$ cat src/rtl/fifo_join_pair.sv
// Paired TX/RX FIFO for one PIO state machine. TX carries data from the core
// to the state machine. RX carries data from the state machine to the core.
// The two DEPTH-entry banks live in one array: TX owns [0, DEPTH) and RX owns
// [DEPTH, 2*DEPTH). A joined side uses the whole array as one circular buffer.
// Storage is never reset. Only the pointers, counts, read data and flags are.
module fifo_join_pair #(
  parameter int WIDTH = 32,
  parameter int DEPTH = 4
) (
  input  logic                              clk,
  input  logic                              rst,
  input  logic [1:0]                        join_mode,
  input  logic                              tx_push_en,
  input  logic [WIDTH-1:0]                  tx_data_in,
  input  logic                              tx_pop_en,
  output logic [WIDTH-1:0]                  tx_data_out,
  output logic                              tx_empty,
  output logic                              tx_full,
  output logic [$clog2(2*DEPTH):0]          tx_count,
  input  logic                              rx_push_en,
  input  logic [WIDTH-1:0]                  rx_data_in,
  input  logic                              rx_pop_en,
  output logic [WIDTH-1:0]                  rx_data_out,
  output logic                              rx_empty,
  output logic                              rx_full,
  output logic [$clog2(2*DEPTH):0]          rx_count,
  input  logic [3:0]                        flag_clr,
  output logic [3:0]                        flags
);

  localparam int CW = $clog2(2*DEPTH) + 1;
  localparam int PW = $clog2(2*DEPTH);

  typedef enum logic [1:0] {
    MODE_NONE = 2'b00,
    MODE_JTX  = 2'b01,
    MODE_JRX  = 2'b10
  } mode_e;

  logic [WIDTH-1:0] mem [2*DEPTH];

  mode_e            mode_q, mode_s;
  logic [PW-1:0]    tx_wr_q, tx_rd_q, rx_wr_q, rx_rd_q;
  logic [CW-1:0]    tx_cnt_q, rx_cnt_q;
  logic [WIDTH-1:0] tx_dout_q, rx_dout_q;
  logic [3:0]       flags_q, flags_d;

  logic             join_chg_s, tx_act_s, rx_act_s;
  logic [CW-1:0]    tx_cap_s, rx_cap_s;
  logic [PW-1:0]    tx_mask_s, rx_mask_s;
  logic [PW-1:0]    rx_wr_addr_s, rx_rd_addr_s;
  logic             tx_pop_ok_s, tx_push_ok_s, rx_pop_ok_s, rx_push_ok_s;
  logic             tx_over_s, tx_under_s, rx_over_s, rx_under_s;

  // Decode the requested mode (11 is treated as no join) and the per-side capacity.
  always_comb begin
    case (join_mode)
      2'b01:   mode_s = MODE_JTX;
      2'b10:   mode_s = MODE_JRX;
      default: mode_s = MODE_NONE;
    endcase
    case (mode_q)
      MODE_JTX: begin
        tx_cap_s  = CW'(2*DEPTH);
        rx_cap_s  = {CW{1'b0}};
        tx_mask_s = PW'(2*DEPTH-1);
        rx_mask_s = PW'(DEPTH-1);
      end
      MODE_JRX: begin
        tx_cap_s  = {CW{1'b0}};
        rx_cap_s  = CW'(2*DEPTH);
        tx_mask_s = PW'(DEPTH-1);
        rx_mask_s = PW'(2*DEPTH-1);
      end
      default: begin
        tx_cap_s  = CW'(DEPTH);
        rx_cap_s  = CW'(DEPTH);
        tx_mask_s = PW'(DEPTH-1);
        rx_mask_s = PW'(DEPTH-1);
      end
    endcase
  end

  // Accept or reject push/pop on each side and raise the sticky error flags.
  // A disabled side and a join-change cycle both ignore every request.
  always_comb begin
    join_chg_s   = (mode_s != mode_q);
    tx_act_s     = rst && !join_chg_s && (mode_q != MODE_JRX);
    rx_act_s     = rst && !join_chg_s && (mode_q != MODE_JTX);
    tx_pop_ok_s  = tx_act_s && tx_pop_en && !tx_empty;
    tx_push_ok_s = tx_act_s && tx_push_en && (!tx_full || tx_pop_ok_s);
    tx_over_s    = tx_act_s && tx_push_en && tx_full && !tx_pop_ok_s;
    tx_under_s   = tx_act_s && tx_pop_en && tx_empty;
    rx_pop_ok_s  = rx_act_s && rx_pop_en && !rx_empty;
    rx_push_ok_s = rx_act_s && rx_push_en && (!rx_full || rx_pop_ok_s);
    rx_over_s    = rx_act_s && rx_push_en && rx_full && !rx_pop_ok_s;
    rx_under_s   = rx_act_s && rx_pop_en && rx_empty;
    // RX addresses start at the second bank, so the joined RX buffer wraps through bank 0.
    rx_wr_addr_s = rx_wr_q + PW'(DEPTH);
    rx_rd_addr_s = rx_rd_q + PW'(DEPTH);
    // A new error event takes priority over a clear of the same bit.
    flags_d      = (flags_q & ~flag_clr) | {rx_under_s, rx_over_s, tx_under_s, tx_over_s};
  end

  // Status outputs: a disabled side reads as both empty and full.
  always_comb begin
    tx_empty    = (tx_cnt_q == {CW{1'b0}});
    rx_empty    = (rx_cnt_q == {CW{1'b0}});
    tx_full     = (mode_q == MODE_JRX) || (tx_cnt_q == tx_cap_s);
    rx_full     = (mode_q == MODE_JTX) || (rx_cnt_q == rx_cap_s);
    tx_count    = tx_cnt_q;
    rx_count    = rx_cnt_q;
    tx_data_out = tx_dout_q;
    rx_data_out = rx_dout_q;
    flags       = flags_q;
  end

  // Word storage. It has no reset, and a write is only ever made into a free slot.
  always_ff @(posedge clk) begin
    if (tx_push_ok_s) mem[tx_wr_q] <= tx_data_in;
    if (rx_push_ok_s) mem[rx_wr_addr_s] <= rx_data_in;
  end

  // Pointers, counts, registered read data, mode and flags.
  always_ff @(posedge clk) begin
    mode_q <= mode_s;
    if (!rst) begin
      tx_wr_q   <= {PW{1'b0}};
      tx_rd_q   <= {PW{1'b0}};
      rx_wr_q   <= {PW{1'b0}};
      rx_rd_q   <= {PW{1'b0}};
      tx_cnt_q  <= {CW{1'b0}};
      rx_cnt_q  <= {CW{1'b0}};
      tx_dout_q <= {WIDTH{1'b0}};
      rx_dout_q <= {WIDTH{1'b0}};
      flags_q   <= 4'b0000;
    end else begin
      flags_q <= flags_d;
      if (join_chg_s) begin
        tx_wr_q  <= {PW{1'b0}};
        tx_rd_q  <= {PW{1'b0}};
        rx_wr_q  <= {PW{1'b0}};
        rx_rd_q  <= {PW{1'b0}};
        tx_cnt_q <= {CW{1'b0}};
        rx_cnt_q <= {CW{1'b0}};
      end else begin
        if (tx_push_ok_s) tx_wr_q <= (tx_wr_q + PW'(1)) & tx_mask_s;
        if (rx_push_ok_s) rx_wr_q <= (rx_wr_q + PW'(1)) & rx_mask_s;
        if (tx_pop_ok_s) begin
          tx_dout_q <= mem[tx_rd_q];
          tx_rd_q   <= (tx_rd_q + PW'(1)) & tx_mask_s;
        end
        if (rx_pop_ok_s) begin
          rx_dout_q <= mem[rx_rd_addr_s];
          rx_rd_q   <= (rx_rd_q + PW'(1)) & rx_mask_s;
        end
        tx_cnt_q <= tx_cnt_q + CW'(tx_push_ok_s) - CW'(tx_pop_ok_s);
        rx_cnt_q <= rx_cnt_q + CW'(rx_push_ok_s) - CW'(rx_pop_ok_s);
      end
    end
  end

endmodule

$ cat config.mk
export PLATFORM = sky130hd
export DESIGN_NAME = fifo_join_pair
export DESIGN_NICKNAME = d
export VERILOG_FILES = /design/src/rtl/fifo_join_pair.sv
export SDC_FILE = /design/constraint.sdc
export NUM_CORES = 1
export LEC_CHECK = 0
export ABC_AREA = 1
export BUFFER_PORTS_ARGS = -buffer_cell sky130_fd_sc_hd__buf_2
export CORE_ASPECT_RATIO = 2
export CORE_UTILIZATION = 50
export DETAILED_ROUTE_END_ITERATION = 10
export HOLD_SLACK_MARGIN = 0.12
export PLACE_DENSITY = 0.69
export SKIP_LAST_GASP = 1
export SYNTH_ARGS = -nofsm -noshare
export SYNTH_HDL_FRONTEND = slang
export SYNTH_SLANG_ARGS = --single-unit
$ cat constraint.sdc
create_clock -name clk -period 4.8 [get_ports clk]
set_input_delay 0.48 -clock clk [delete_from_list [all_inputs] [get_ports clk]]
set_output_delay 0.48 -clock clk [all_outputs]
set_load 0.02 [all_outputs]
==> summary.txt <==
PWR
-----------------------------------------------------------------------------------------------------
Reg power frac                                                                                  0.507
Leakage power of the design                                                                   8.33 nW
Internal power consumption                                                                    4.97 mW
Portion of total power attributed to the clock network                                          0.438
Total power after layout                                                                      6.37 mW
Power Density                                                                              306 nW/µm²
Comb pwr share                                                                                  0.055
Sw Share                                                                                        0.220
Net switching power figure                                                                    1.40 mW
VDD IR max                                                                                   0.252 mV

STA
-----------------------------------------------------------------------------------------------------
Worst Max-Slew Pin Slew                                                                       1.19 ns
Worst clock skew on the final layout                                                        0.0132 ns
Peak clock frequency supported by timing                                                      311 MHz
Worst setup slack after layout                                                                1.59 ns
Final worst hold slack                                                                       0.149 ns
Fraction of the cycle the final worst path needs                                                0.670
Final number of max-transition violations                                                           0
Slew headroom                                                                                   0.206
RSZ-0062 raised after global routing                                                               no
Time the worst path needs with I/O delays and setup                                           3.21 ns
Final setup violation count                                                                         0
Hold violation count in the final report                                                            0
Total Negative Setup Slacks                                                                      0 ns

WORST SETUP PATH
-----------------------------------------------------------------------------------------------------
Arrival time reported for the critical path endpoint                                          3.72 ns
Sort of element at the end of the critical path                                             flip-flop
Critical Path Fanout Max                                                                            8
CP cell instances                                                                        inv_1 -> ha_1 -> inv_1 -> o221ai_1 -> o21ai_0 -> nand2_2 -> nand2_2 -> ha_1 -> inv_1 -> ha_1 -> inv_1 -> fa_1 -> xor2_1 -> nor2_1
Reg-to-reg slack, setup                                                                       1.59 ns
Required time at the worst-slack endpoint                                                     5.30 ns
Cell repeated most along the worst path                                                  sky130_fd_sc_hd__inv_1
Type of the worst setup path                                                             flip-flop to flip-flop
Kind of start point of the critical path                                                    flip-flop
Cell type of the slowest stage on the worst timing path                                  sky130_fd_sc_hd__o21ai_0
Peak per-stage delay on the critical path                                                     0.42 ns

FLOORPLANNING
-----------------------------------------------------------------------------------------------------
Area of the core                                                                            37400 µm²
Num ports                                                                                         156
Number of rows created at floorplan                                                               100
Die W                                                                                          140 µm
Starting density of the core                                                                    0.509
Die area                                                                                    38900 µm²
Height of the die                                                                              278 µm

OUTCOME
-----------------------------------------------------------------------------------------------------
Run status                                                                               finished, final reports clean

YOSYS
-----------------------------------------------------------------------------------------------------
Main combinational cell family by area after synthesis                                   compound AO/OA/AOI/OAI gates
Avg Inst Size Synth                                                                          7.96 µm²
Post-synth design cell area                                                                 19000 µm²
Top-area cell type share of the netlist area                                                    0.404
Top FF cell, synth                                                                       sky130_fd_sc_hd__edfxtp_1
Share of synthesized area occupied by flip-flops and latches                                    0.498
Synth top area cells                                                                     sky130_fd_sc_hd__edfxtp_1 40%, sky130_fd_sc_hd__o21ai_0 16%, sky130_fd_sc_hd__nand2_1 9.5%
Cell type with the highest aggregate area in the netlist                                 sky130_fd_sc_hd__edfxtp_1
Post-synthesis share of cell area spent on full adders, half adders and majority gates         0.0126
Post-synthesis compound-gate area fraction                                                      0.236
EDFF count, synth                                                                                 256
Xor/xnor cell area share of the yosys netlist                                                 0.00184
Total nets after synthesis                                                                       2487
Async set-or-reset flop fraction in the synthesized netlist                                         0
Netlist cell types                                                                                 29
Syn. warnings                                                                                       0
Share of synthesized cell area in and, or, nand and nor gates                                   0.164
Flip-flop and latch count after synthesis                                                         346
Portion of netlist area occupied by mux cells                                                       0
Cells after synthesis                                                                            2393

GLOBAL ROUTING
-----------------------------------------------------------------------------------------------------
Pin count of the biggest net entering global routing                                              102
Global-route usage over all layers                                                              0.304
Initial antenna violation count                                                                     4
Final global-route overflow total                                                                   0
Vias in the first global route                                                                  16927
Global-route wire length before repair                                                       90900 µm

DETAILED ROUTING
-----------------------------------------------------------------------------------------------------
Total via count in the routed design                                                            17349
Met2 Routed Length                                                                           30500 µm
Wire length reported by the detailed router                                                  59800 µm
Number of vias per cell after detailed routing                                                   6.01
Drt drc                                                                                             0
Length of the first detailed-routing pass in iterations                                             6
1st-iter DRT viols                                                                               1858
Wire length on met1                                                                          20800 µm
Antenna Nets Post-Route                                                                             0
Met3 Wirelength                                                                               4670 µm
Per-cell routed wire length                                                                   20.7 µm
Highest metal layer with signal wires                                                            met5

CLOCKING
-----------------------------------------------------------------------------------------------------
Resize count post-CTS                                                                               0
Clock Tree Buf Depth                                                                                3
Clock insertion delay at the later pin of the skew report                                     0.59 ns
Clock H-tree levels                                                                                 1
Post-CTS Setup Repair Bufs                                                                          0
CTS Hold Bufs                                                                                       0
TritonCTS clock tree                                                                              yes
Total clock sinks                                                                                 346
Clock root buffer                                                                        sky130_fd_sc_hd__clkbuf_16
TritonCTS Buffers                                                                                  31
Reg clk slew, reported paths                                                                  0.06 ns

LAYOUT
-----------------------------------------------------------------------------------------------------
Post-route cell area                                                                        20800 µm²
Number of nets at the end of the flow                                                            2494
Final non-filler cell total                                                                      2887
Layout area overhead                                                                            9.26%
Final Util                                                                                      0.556
Fraction of layout instances using a drive strength above 1                                     0.129

PLACEMENT
-----------------------------------------------------------------------------------------------------
Global placer's final weighted congestion                                                       0.883
Setup slack after placement                                                                   1.40 ns
Total of buffers placed on input and output ports                                                 155
Placed standard-cell area                                                                   19700 µm²
HPWL reported at the end of detailed placement                                               34600 µm
Total placed cells including tap cells                                                           2826

WORST HOLD PATH
-----------------------------------------------------------------------------------------------------
Hold/Removal Path Class                                                                  input port to flip-flop

RUN
-----------------------------------------------------------------------------------------------------
Max-cap violation count                                                                             0

[cell usage in the layout, fill, tap and decap left out, drive strengths merged]
cell type and instances:
edfxtp 256, bufinv 8, nand3 30, o21ai 717, nor2 272, nor3b 1
buf 187, clkbuf 36, o22ai 2, dfxtp 90, nand2 488, ha 16
clkinv 14, nor3 8, o221ai 2, or2 2, clkinvlp 2, xor2 4
a21oi 149, fa 2, diode 4, inv 138
[power groups by stage]
stage / sequential, mW / clock, mW / combinational, mW
after global placement: 3.30 / 0 / 0.335
final: 3.23 / 2.79 / 0.352
after CTS: 3.23 / 2.81 / 0.349
after global routing: 3.23 / 2.90 / 0.394
after detailed placement: 3.30 / 0 / 0.347
after floorplan: 3.30 / 0 / 0.242
[cell type report]
type / instances / area (µm²)
Inverter: 141 / 532
Fill cell: 3383 / 16600
Antenna cell: 4 / 10.0
Sequential cell: 346 / 9500
Tap cell: 459 / 574
Clock buffer: 36 / 805
Multi-Input combinational cell: 1693 / 8020
Timing Repair Buffer: 187 / 1050
Clock inverter: 21 / 318
[worst max-delay path, delay by kind of cell, from the launching register on]
| family | cells | cell delay (ns) |
|---|---|---|
| xor+xnor | 1 | 0.15 |
| simple gates | 3 | 0.60 |
| flops | 1 | 0.36 |
| compound gates | 2 | 0.53 |
| fa+ha+maj | 4 | 1.15 |
| buf+inv | 4 | 0.33 |
[synthesized netlist by cell type (2+ instances only)]
cell                       instances
sky130_fd_sc_hd__nand3_1          23
sky130_fd_sc_hd__fa_1              2
sky130_fd_sc_hd__inv_1           136
sky130_fd_sc_hd__ha_1             16
sky130_fd_sc_hd__xor2_1            4
sky130_fd_sc_hd__or2_2             2
sky130_fd_sc_hd__buf_6            31
sky130_fd_sc_hd__o22ai_1           2
sky130_fd_sc_hd__clkbuf_1         88
sky130_fd_sc_hd__dfxtp_1          90
sky130_fd_sc_hd__a21oi_1         149
sky130_fd_sc_hd__nor2_1          270
sky130_fd_sc_hd__o21ai_1          92
sky130_fd_sc_hd__buf_1            19
sky130_fd_sc_hd__buf_2            74
sky130_fd_sc_hd__nand2_1         484
sky130_fd_sc_hd__nand3_2           6
sky130_fd_sc_hd__nor3_1            8
sky130_fd_sc_hd__o221ai_1          2
sky130_fd_sc_hd__o21ai_2          35
sky130_fd_sc_hd__inv_2             3
sky130_fd_sc_hd__o21ai_0         590
sky130_fd_sc_hd__nand2_2           4
sky130_fd_sc_hd__nor2_2            2
sky130_fd_sc_hd__clkinv_1          2
sky130_fd_sc_hd__edfxtp_1        256
[worst paths after layout]
path | from | to | cells past startpoint
worst min register to register | flags[0] | flags[0] | 2
worst max register to register | mode_q[1] | tx_count[2] | 14
worst max-delay path | mode_q[1] | tx_count[2] | 14
worst min-delay path | flag_clr[1] | flags[1] | 4
[per-layer routing]
layer,GRT usage,up-vias
li1,-,8110
met2,0.548,937
met3,0.0311,227
met4,0.214,2
met5,0,-
met1,0.332,8073
[logic make-up (layout without fill, tap and decap cells)]
family | after synthesis | count (layout)
DFF | 346 | 346
other | 0 | 4
AOI/OAI and AO/OA | 870 | 870
buffers and inverters | 354 | 385
and+or+nand+nor | 801 | 801
adders and majority gates | 18 | 18
xor gates and xnor gates | 4 | 4
[state kept, by name, summed over array words and instances (netlist names)]
signal       flops
flags            4
mode_q           2
tx_rd_q          3
tx_data_out     32
tx_count         4
rx_count         4
rx_rd_q          3
mem            256
rx_data_out     32
tx_wr_q          3
rx_wr_q          3
(Power assumes the default switching activity.)
